$ cat src/rtl/keypad_pkg.sv
// Shared types and helpers for the 4x4 keypad scanner/encoder.
package keypad_pkg;

    typedef enum logic [1:0] {
        SCAN     = 2'd0,
        DEBOUNCE = 2'd1,
        HELD     = 2'd2,
        RELEASE  = 2'd3
    } state_t;

    localparam logic [3:0] ROW_IDLE = 4'hF;

    function automatic logic [3:0] col_onecold(input logic [1:0] idx);
        logic [3:0] v;
        case (idx)
            2'd0:    v = 4'b1110;
            2'd1:    v = 4'b1101;
            2'd2:    v = 4'b1011;
            2'd3:    v = 4'b0111;
            default: v = 4'b1110;
        endcase
        return v;
    endfunction

    // Lowest-index active-low row wins when several rows are down.
    function automatic logic [1:0] row_prio(input logic [3:0] pat);
        logic [1:0] idx;
        if (pat[0] == 1'b0) begin
            idx = 2'd0;
        end else if (pat[1] == 1'b0) begin
            idx = 2'd1;
        end else if (pat[2] == 1'b0) begin
            idx = 2'd2;
        end else begin
            idx = 2'd3;
        end
        return idx;
    endfunction

endpackage

$ cat src/rtl/keypad_encoder_row_sync.sv
// Two-flop synchronizer for the asynchronous, active-low keypad rows.
module row_sync
    import keypad_pkg::*;
(
    input  logic       clk,
    input  logic       rst,
    input  logic [3:0] i_row,
    output logic [3:0] o_row_s
);

    logic [3:0] r_meta;
    logic [3:0] r_sync;

    // Resetting to idle keeps a stale low row from looking like a press.
    always_ff @(posedge clk) begin
        if (rst) begin
            r_meta <= ROW_IDLE;
            r_sync <= ROW_IDLE;
        end else begin
            r_meta <= i_row;
            r_sync <= r_meta;
        end
    end

    assign o_row_s = r_sync;

endmodule

$ cat src/rtl/keypad_encoder.sv
// 4x4 keypad column scanner, debouncer and hex encoder.
// Optional auto-repeat while a key is held: define KEYPAD_REPEAT_EN.
module keypad_encoder
    import keypad_pkg::*;
#(
    parameter int SCAN_DIV       = 1000,
    parameter int DEBOUNCE_CNT   = 3,
    parameter int REPEAT_SAMPLES = 200
) (
    input  logic       clk,
    input  logic       rst,
    input  logic [3:0] row,
    output logic [3:0] col,
    output logic [3:0] key_code,
    output logic       key_valid,
    output logic       key_held
);

    localparam int DIV_W = (SCAN_DIV > 1) ? $clog2(SCAN_DIV) : 1;
    localparam int CNT_W = $clog2(DEBOUNCE_CNT + 1);
    localparam logic [DIV_W-1:0] DIV_LAST = DIV_W'(SCAN_DIV - 1);
    localparam logic [CNT_W-1:0] CNT_LAST = CNT_W'(DEBOUNCE_CNT);

    if (SCAN_DIV < 4 || DEBOUNCE_CNT < 1 || REPEAT_SAMPLES < 1) begin : g_param_check
        $error("keypad_encoder: parameter out of range");
    end

    logic [3:0]       w_row_s;
    logic             w_sample;
    logic             w_row_idle;
    logic             w_pat_match;
    logic [CNT_W-1:0] w_match_inc;
    logic [CNT_W-1:0] w_rel_inc;
    logic [3:0]       w_pat_src;
    logic             w_accept;
    logic             w_release_done;
    logic             w_col_adv;
    logic             w_repeat;
    state_t           w_state_nxt;

    state_t           r_state;
    logic [DIV_W-1:0] r_div_cnt;
    logic [1:0]       r_col_idx;
    logic [3:0]       r_pat;
    logic [CNT_W-1:0] r_match_cnt;
    logic [CNT_W-1:0] r_rel_cnt;
    logic [3:0]       r_col;
    logic [3:0]       r_key_code;
    logic             r_key_valid;
    logic             r_key_held;

    row_sync u_row_sync (
        .clk     (clk),
        .rst     (rst),
        .i_row   (row),
        .o_row_s (w_row_s)
    );

    assign w_sample    = (r_div_cnt == DIV_LAST);
    assign w_row_idle  = (w_row_s == ROW_IDLE);
    assign w_pat_match = (w_row_s == r_pat);
    assign w_match_inc = r_match_cnt + CNT_W'(1);
    assign w_rel_inc   = r_rel_cnt + CNT_W'(1);
    // With a one-sample debounce the accept happens from SCAN, before pat is loaded.
    assign w_pat_src   = (r_state == SCAN) ? w_row_s : r_pat;

    // FSM state register.
    always_ff @(posedge clk) begin
        if (rst) begin
            r_state <= SCAN;
        end else begin
            r_state <= w_state_nxt;
        end
    end

    // FSM next-state decode; only sample points move the FSM.
    always_comb begin
        w_state_nxt = r_state;
        if (w_sample) begin
            case (r_state)
                SCAN: begin
                    if (!w_row_idle) begin
                        w_state_nxt = (DEBOUNCE_CNT == 1) ? HELD : DEBOUNCE;
                    end else begin
                        w_state_nxt = SCAN;
                    end
                end
                DEBOUNCE: begin
                    if (!w_pat_match) begin
                        w_state_nxt = SCAN;
                    end else if (w_match_inc >= CNT_LAST) begin
                        w_state_nxt = HELD;
                    end else begin
                        w_state_nxt = DEBOUNCE;
                    end
                end
                HELD: begin
                    if (w_row_idle) begin
                        w_state_nxt = (DEBOUNCE_CNT == 1) ? SCAN : RELEASE;
                    end else begin
                        w_state_nxt = HELD;
                    end
                end
                RELEASE: begin
                    if (!w_row_idle) begin
                        w_state_nxt = HELD;
                    end else if (w_rel_inc >= CNT_LAST) begin
                        w_state_nxt = SCAN;
                    end else begin
                        w_state_nxt = RELEASE;
                    end
                end
                default: w_state_nxt = SCAN;
            endcase
        end else begin
            w_state_nxt = r_state;
        end
    end

    // FSM output decode: accept, release and column-advance events.
    always_comb begin
        w_accept       = 1'b0;
        w_release_done = 1'b0;
        w_col_adv      = 1'b0;
        if (w_sample) begin
            case (r_state)
                SCAN: begin
                    w_accept  = !w_row_idle && (DEBOUNCE_CNT == 1);
                    w_col_adv = w_row_idle;
                end
                DEBOUNCE: begin
                    w_accept  = w_pat_match && (w_match_inc >= CNT_LAST);
                    w_col_adv = !w_pat_match;
                end
                HELD: begin
                    w_release_done = w_row_idle && (DEBOUNCE_CNT == 1);
                    w_col_adv      = w_row_idle && (DEBOUNCE_CNT == 1);
                end
                RELEASE: begin
                    w_release_done = w_row_idle && (w_rel_inc >= CNT_LAST);
                    w_col_adv      = w_row_idle && (w_rel_inc >= CNT_LAST);
                end
                default: begin
                    w_accept       = 1'b0;
                    w_release_done = 1'b0;
                    w_col_adv      = 1'b0;
                end
            endcase
        end else begin
            w_accept       = 1'b0;
            w_release_done = 1'b0;
            w_col_adv      = 1'b0;
        end
    end

    // Dwell counter, column drive and debounce/release counters.
    always_ff @(posedge clk) begin
        if (rst) begin
            r_div_cnt   <= '0;
            r_col_idx   <= 2'd0;
            r_col       <= col_onecold(2'd0);
            r_pat       <= ROW_IDLE;
            r_match_cnt <= '0;
            r_rel_cnt   <= '0;
        end else begin
            r_div_cnt <= w_sample ? '0 : r_div_cnt + DIV_W'(1);
            if (w_col_adv) begin
                r_col_idx <= r_col_idx + 2'd1;
                r_col     <= col_onecold(r_col_idx + 2'd1);
            end
            if (w_sample) begin
                case (r_state)
                    SCAN: begin
                        if (!w_row_idle) begin
                            r_pat       <= w_row_s;
                            r_match_cnt <= CNT_W'(1);
                        end
                    end
                    DEBOUNCE: begin
                        if (w_pat_match) begin
                            r_match_cnt <= w_match_inc;
                        end
                    end
                    HELD: begin
                        if (w_row_idle) begin
                            r_rel_cnt <= CNT_W'(1);
                        end
                    end
                    RELEASE: begin
                        if (w_row_idle) begin
                            r_rel_cnt <= w_rel_inc;
                        end
                    end
                    default: begin
                        r_match_cnt <= '0;
                        r_rel_cnt   <= '0;
                    end
                endcase
            end
        end
    end

`ifdef KEYPAD_REPEAT_EN
    localparam int REP_W = $clog2(REPEAT_SAMPLES + 1);
    localparam logic [REP_W-1:0] REP_LAST = REP_W'(REPEAT_SAMPLES);

    logic [REP_W-1:0] r_rep_cnt;
    logic [REP_W-1:0] w_rep_inc;

    assign w_rep_inc = r_rep_cnt + REP_W'(1);
    assign w_repeat  = w_sample && (r_state == HELD) && !w_row_idle && (w_rep_inc == REP_LAST);

    // Repeat counter restarts on entry to HELD and on a release bounce.
    always_ff @(posedge clk) begin
        if (rst) begin
            r_rep_cnt <= '0;
        end else if (w_accept) begin
            r_rep_cnt <= '0;
        end else if (w_sample) begin
            case (r_state)
                HELD: begin
                    if (!w_row_idle) begin
                        r_rep_cnt <= w_repeat ? '0 : w_rep_inc;
                    end
                end
                RELEASE: begin
                    if (!w_row_idle) begin
                        r_rep_cnt <= '0;
                    end
                end
                default: r_rep_cnt <= r_rep_cnt;
            endcase
        end
    end
`else
    assign w_repeat = 1'b0;
`endif

    // Registered key outputs.
    always_ff @(posedge clk) begin
        if (rst) begin
            r_key_code  <= 4'h0;
            r_key_valid <= 1'b0;
            r_key_held  <= 1'b0;
        end else begin
            r_key_valid <= w_accept || w_repeat;
            if (w_accept) begin
                r_key_code <= {row_prio(w_pat_src), r_col_idx};
            end
            if (w_accept) begin
                r_key_held <= 1'b1;
            end else if (w_release_done) begin
                r_key_held <= 1'b0;
            end
        end
    end

    assign col       = r_col;
    assign key_code  = r_key_code;
    assign key_valid = r_key_valid;
    assign key_held  = r_key_held;

endmodule

$ cat config.mk
export PLATFORM = sky130hd
export DESIGN_NAME = keypad_encoder
export DESIGN_NICKNAME = d
export VERILOG_FILES = /design/src/rtl/keypad_pkg.sv /design/src/rtl/keypad_encoder_row_sync.sv /design/src/rtl/keypad_encoder.sv
export SDC_FILE = /design/constraint.sdc
export NUM_CORES = 1
export LEC_CHECK = 0
export ABC_AREA = 0
export CAP_MARGIN = 20
export CELL_PAD_IN_SITES_DETAIL_PLACEMENT = 1
export CELL_PAD_IN_SITES_GLOBAL_PLACEMENT = 1
export CORE_UTILIZATION = 45
export DETAILED_ROUTE_END_ITERATION = 10
export HOLD_SLACK_MARGIN = 0.05
export PLACE_DENSITY = 0.78
export SYNTH_ARGS = -nofsm -noshare
export SYNTH_HDL_FRONTEND = slang
export SYNTH_HIERARCHICAL = 1
export SYNTH_SLANG_ARGS = --single-unit
export TNS_END_PERCENT = 50
$ cat constraint.sdc
create_clock -name clk -period 3.7 [get_ports clk]
set_input_delay 1.11 -clock clk [delete_from_list [all_inputs] [get_ports clk]]
set_output_delay 1.11 -clock clk [all_outputs]
set_load 0.02 [all_outputs]
==> flow_metrics.env <==
export IMPL_rsz0062_at_grt="false"
export IMPL_fp_dieH_um=64.3
export IMPL_layout_drive_gt1_share=0.0905
export IMPL_cp_end_kind="flip-flop"
export IMPL_track_usage=0.223
export IMPL_worst_pin_slew_ps=764
export IMPL_area_growth_pct=20.4
export IMPL_ir_drop_mv=0.294
export IMPL_firstDrtPassIters=4
export IMPL_dieArea_um2=4130
export IMPL_dp_hpwl_um=2800
export IMPL_cts_buffers=5
export IMPL_cts_setup_buffers=0
export IMPL_period_needed_ps=2380
export IMPL_final_common_cell="dfxtp_1"
export IMPL_wl_met2_um=2090
export IMPL_switching_power_uw=184
export IMPL_antenna_found_initial=0
export IMPL_synthFlopType="dfxtp_1"
export IMPL_internal_power_uw=789
export IMPL_ys_warn_count=6
export IMPL_slew_headroom=0.487
export IMPL_maxCapViolCount=0
export IMPL_drcViolationCount=0
export IMPL_ant_nets=0
export IMPL_finalSetupViolCount=0
export IMPL_worstPathMaxFanout=14
export IMPL_netlist_area_um2=1750
export IMPL_drt_total_wl_um=4020
export IMPL_layout_common_cells="40 x dfxtp_1, 29 x nor2_1, 15 x clkdlybuf4s50_1"
export IMPL_wl_met3_um=120
export IMPL_clockBufferDepth=2
export IMPL_crit_type="in2reg"
export IMPL_final_nets=222
export IMPL_wl_met1_um=1750
export IMPL_grt_overflow_total=0
export IMPL_syn_avg_cell_area_um2=9.14
export IMPL_cp_start_kind="primary input"
export IMPL_grt_pass1_wl_um=7000
export IMPL_switching_share=0.190
export IMPL_fp_row_count=22
export IMPL_ys_seq_area_frac=0.459
export IMPL_synth_nets=204
export IMPL_power_density_nw_per_um2=463
export IMPL_root_buffer="clkbuf_8"
export IMPL_core_area_um2=3690
export IMPL_fmax_mhz=420
export IMPL_power_total_uw=973
export IMPL_clk_pin_slew_ps=80
export IMPL_die_x_um=64.3
export IMPL_drv_slew=0
export IMPL_wire_per_inst_um=15.6
export IMPL_hold_class="reg2reg"
export IMPL_timing_final_crit_share=0.644
export IMPL_crit_required_ps=3880
export IMPL_crit_arrival_ps=2570
export IMPL_finalSetupTns_ps=0
export IMPL_cts_tree="done"
export IMPL_rrSetupSlack_ps=1350
export IMPL_ctsHoldBuffers=0
export IMPL_synth_edf_count=0
export IMPL_fin_util=0.570
export IMPL_grt_max_degree=15
export IMPL_htree_levels=2
export IMPL_finalHoldViolCount=0
export IMPL_clkSinkCount=40
export IMPL_gp_congestion=0.785
export IMPL_status="finished clean"
export IMPL_async_reset_ff_frac=0
export IMPL_yosys_cell_types_count=40
export IMPL_seqPwrFrac=0.456
export IMPL_avgViaCountPerCell=5.39
export IMPL_pwr_share_clk=0.510
export IMPL_fillers=449
export IMPL_io_buffers=15
export IMPL_fin_skew_ps=8.59
export IMPL_synth_seq_cells=40
export IMPL_num_io_pins=16
export IMPL_initial_core_util=0.473
export IMPL_cts_resized=0
export IMPL_comb_power_share=0.035
export IMPL_top_layer="met4"
export IMPL_syn_inst=191
export IMPL_drtIter0Drc=58
export IMPL_diodes=0
export IMPL_insertion_delay_ps=300
export IMPL_vias=1391
export IMPL_power_leakage_uw=0.000801
export IMPL_grt_pass1_vias=1503
## state kept, by name, summed over array words and instances (netlist names)
name and cells:
r_rel_cnt 2, r_col_idx 2, r_match_cnt 2, r_pat 4
u_row_sync/r_meta 4, r_state 2, key_valid 1, r_div_cnt 10
u_row_sync/o_row_s 4, key_code 4, key_held 1, col 4
## through the flow
step                      instances  setup slack, ps  hold slack [ps]  area, µm²
after global placement          250             1100              391       1940
after detailed placement        250              997              391       1940
after floorplan                 191             1690              383       1750
final                           258             1320              411       2100
after CTS                       258             1310              410       2100
after global routing            258             1160              429       2100
## worst paths after layout
path | start | end | cells after the start
hold reg to reg | u_row_sync/r_meta[3] | u_row_sync/o_row_s[3] | 1
hold / removal | u_row_sync/r_meta[3] | u_row_sync/o_row_s[3] | 1
setup / recovery | rst | r_div_cnt[4] | 4
setup reg to reg | r_div_cnt[0] | r_pat[2] | 6
## synthesized netlist by cell type (all sizes together) (2+ instances only)
cell type,count,area [µm²]
dfxtp,40,801
nor2,29,109
nand2,13,48.8
or2,11,68.8
inv,10,37.5
o21ai,9,45.0
mux2i,8,80.1
ha,7,87.6
xnor2,6,52.6
xor2,6,52.6
a21oi,5,25.0
nand4,5,43.8
clkbuf,4,15.0
nand3,4,20.0
nor3,4,20.0
and2,3,22.5
and3,3,18.8
nand2b,3,18.8
a211oi,2,27.5
o211ai,2,15.0
o31ai,2,15.0
or3,2,13.8
## routing by layer
| layer | global-route usage | up-vias |
|---|---|---|
| met4 | 0.0833 | 0 |
| met3 | 0.0571 | 6 |
| met5 | 0 | - |
| met2 | 0.397 | 20 |
| li1 | - | 686 |
| met1 | 0.254 | 679 |
## power groups by stage
stage / combinational (µW) / clock (µW) / sequential [µW]
floorplan: 21.2 / 0 / 452
global placement: 31.7 / 0 / 453
detailed placement: 33.7 / 0 / 453
CTS: 34.3 / 500 / 443
global route: 37.5 / 519 / 445
finish: 33.8 / 496 / 443
## layout make-up
type	instances	area (µm²)	area share
Timing Repair Buffer	16	158	0.0750
Sequential cell	40	801	0.381
Tap cell	48	60.1	0.0286
Clock buffer	5	68.8	0.0327
Multi-Input combinational cell	136	887	0.422
Clock inverter	3	90.1	0.0429
Inverter	10	37.5	0.0179
## critical path, cell delays in order
cell	delay, ps
clkdlybuf4s50_1	770
inv_1	300
nand2_1	290
nor2_1	90
## cell families (layout without fill, tap and decap cells)
kind of cell    Yosys count  after routing  share of synthesized area
buf+inv                  15             34                     0.0330
mux                       8              8                     0.0459
xor+xnor                 12             12                     0.0602
flops                    40             40                      0.459
compound gates           28             28                      0.111
fa+ha+maj                 7              7                     0.0502
simple gates             81             81                      0.241
(Power assumes the default switching activity.)
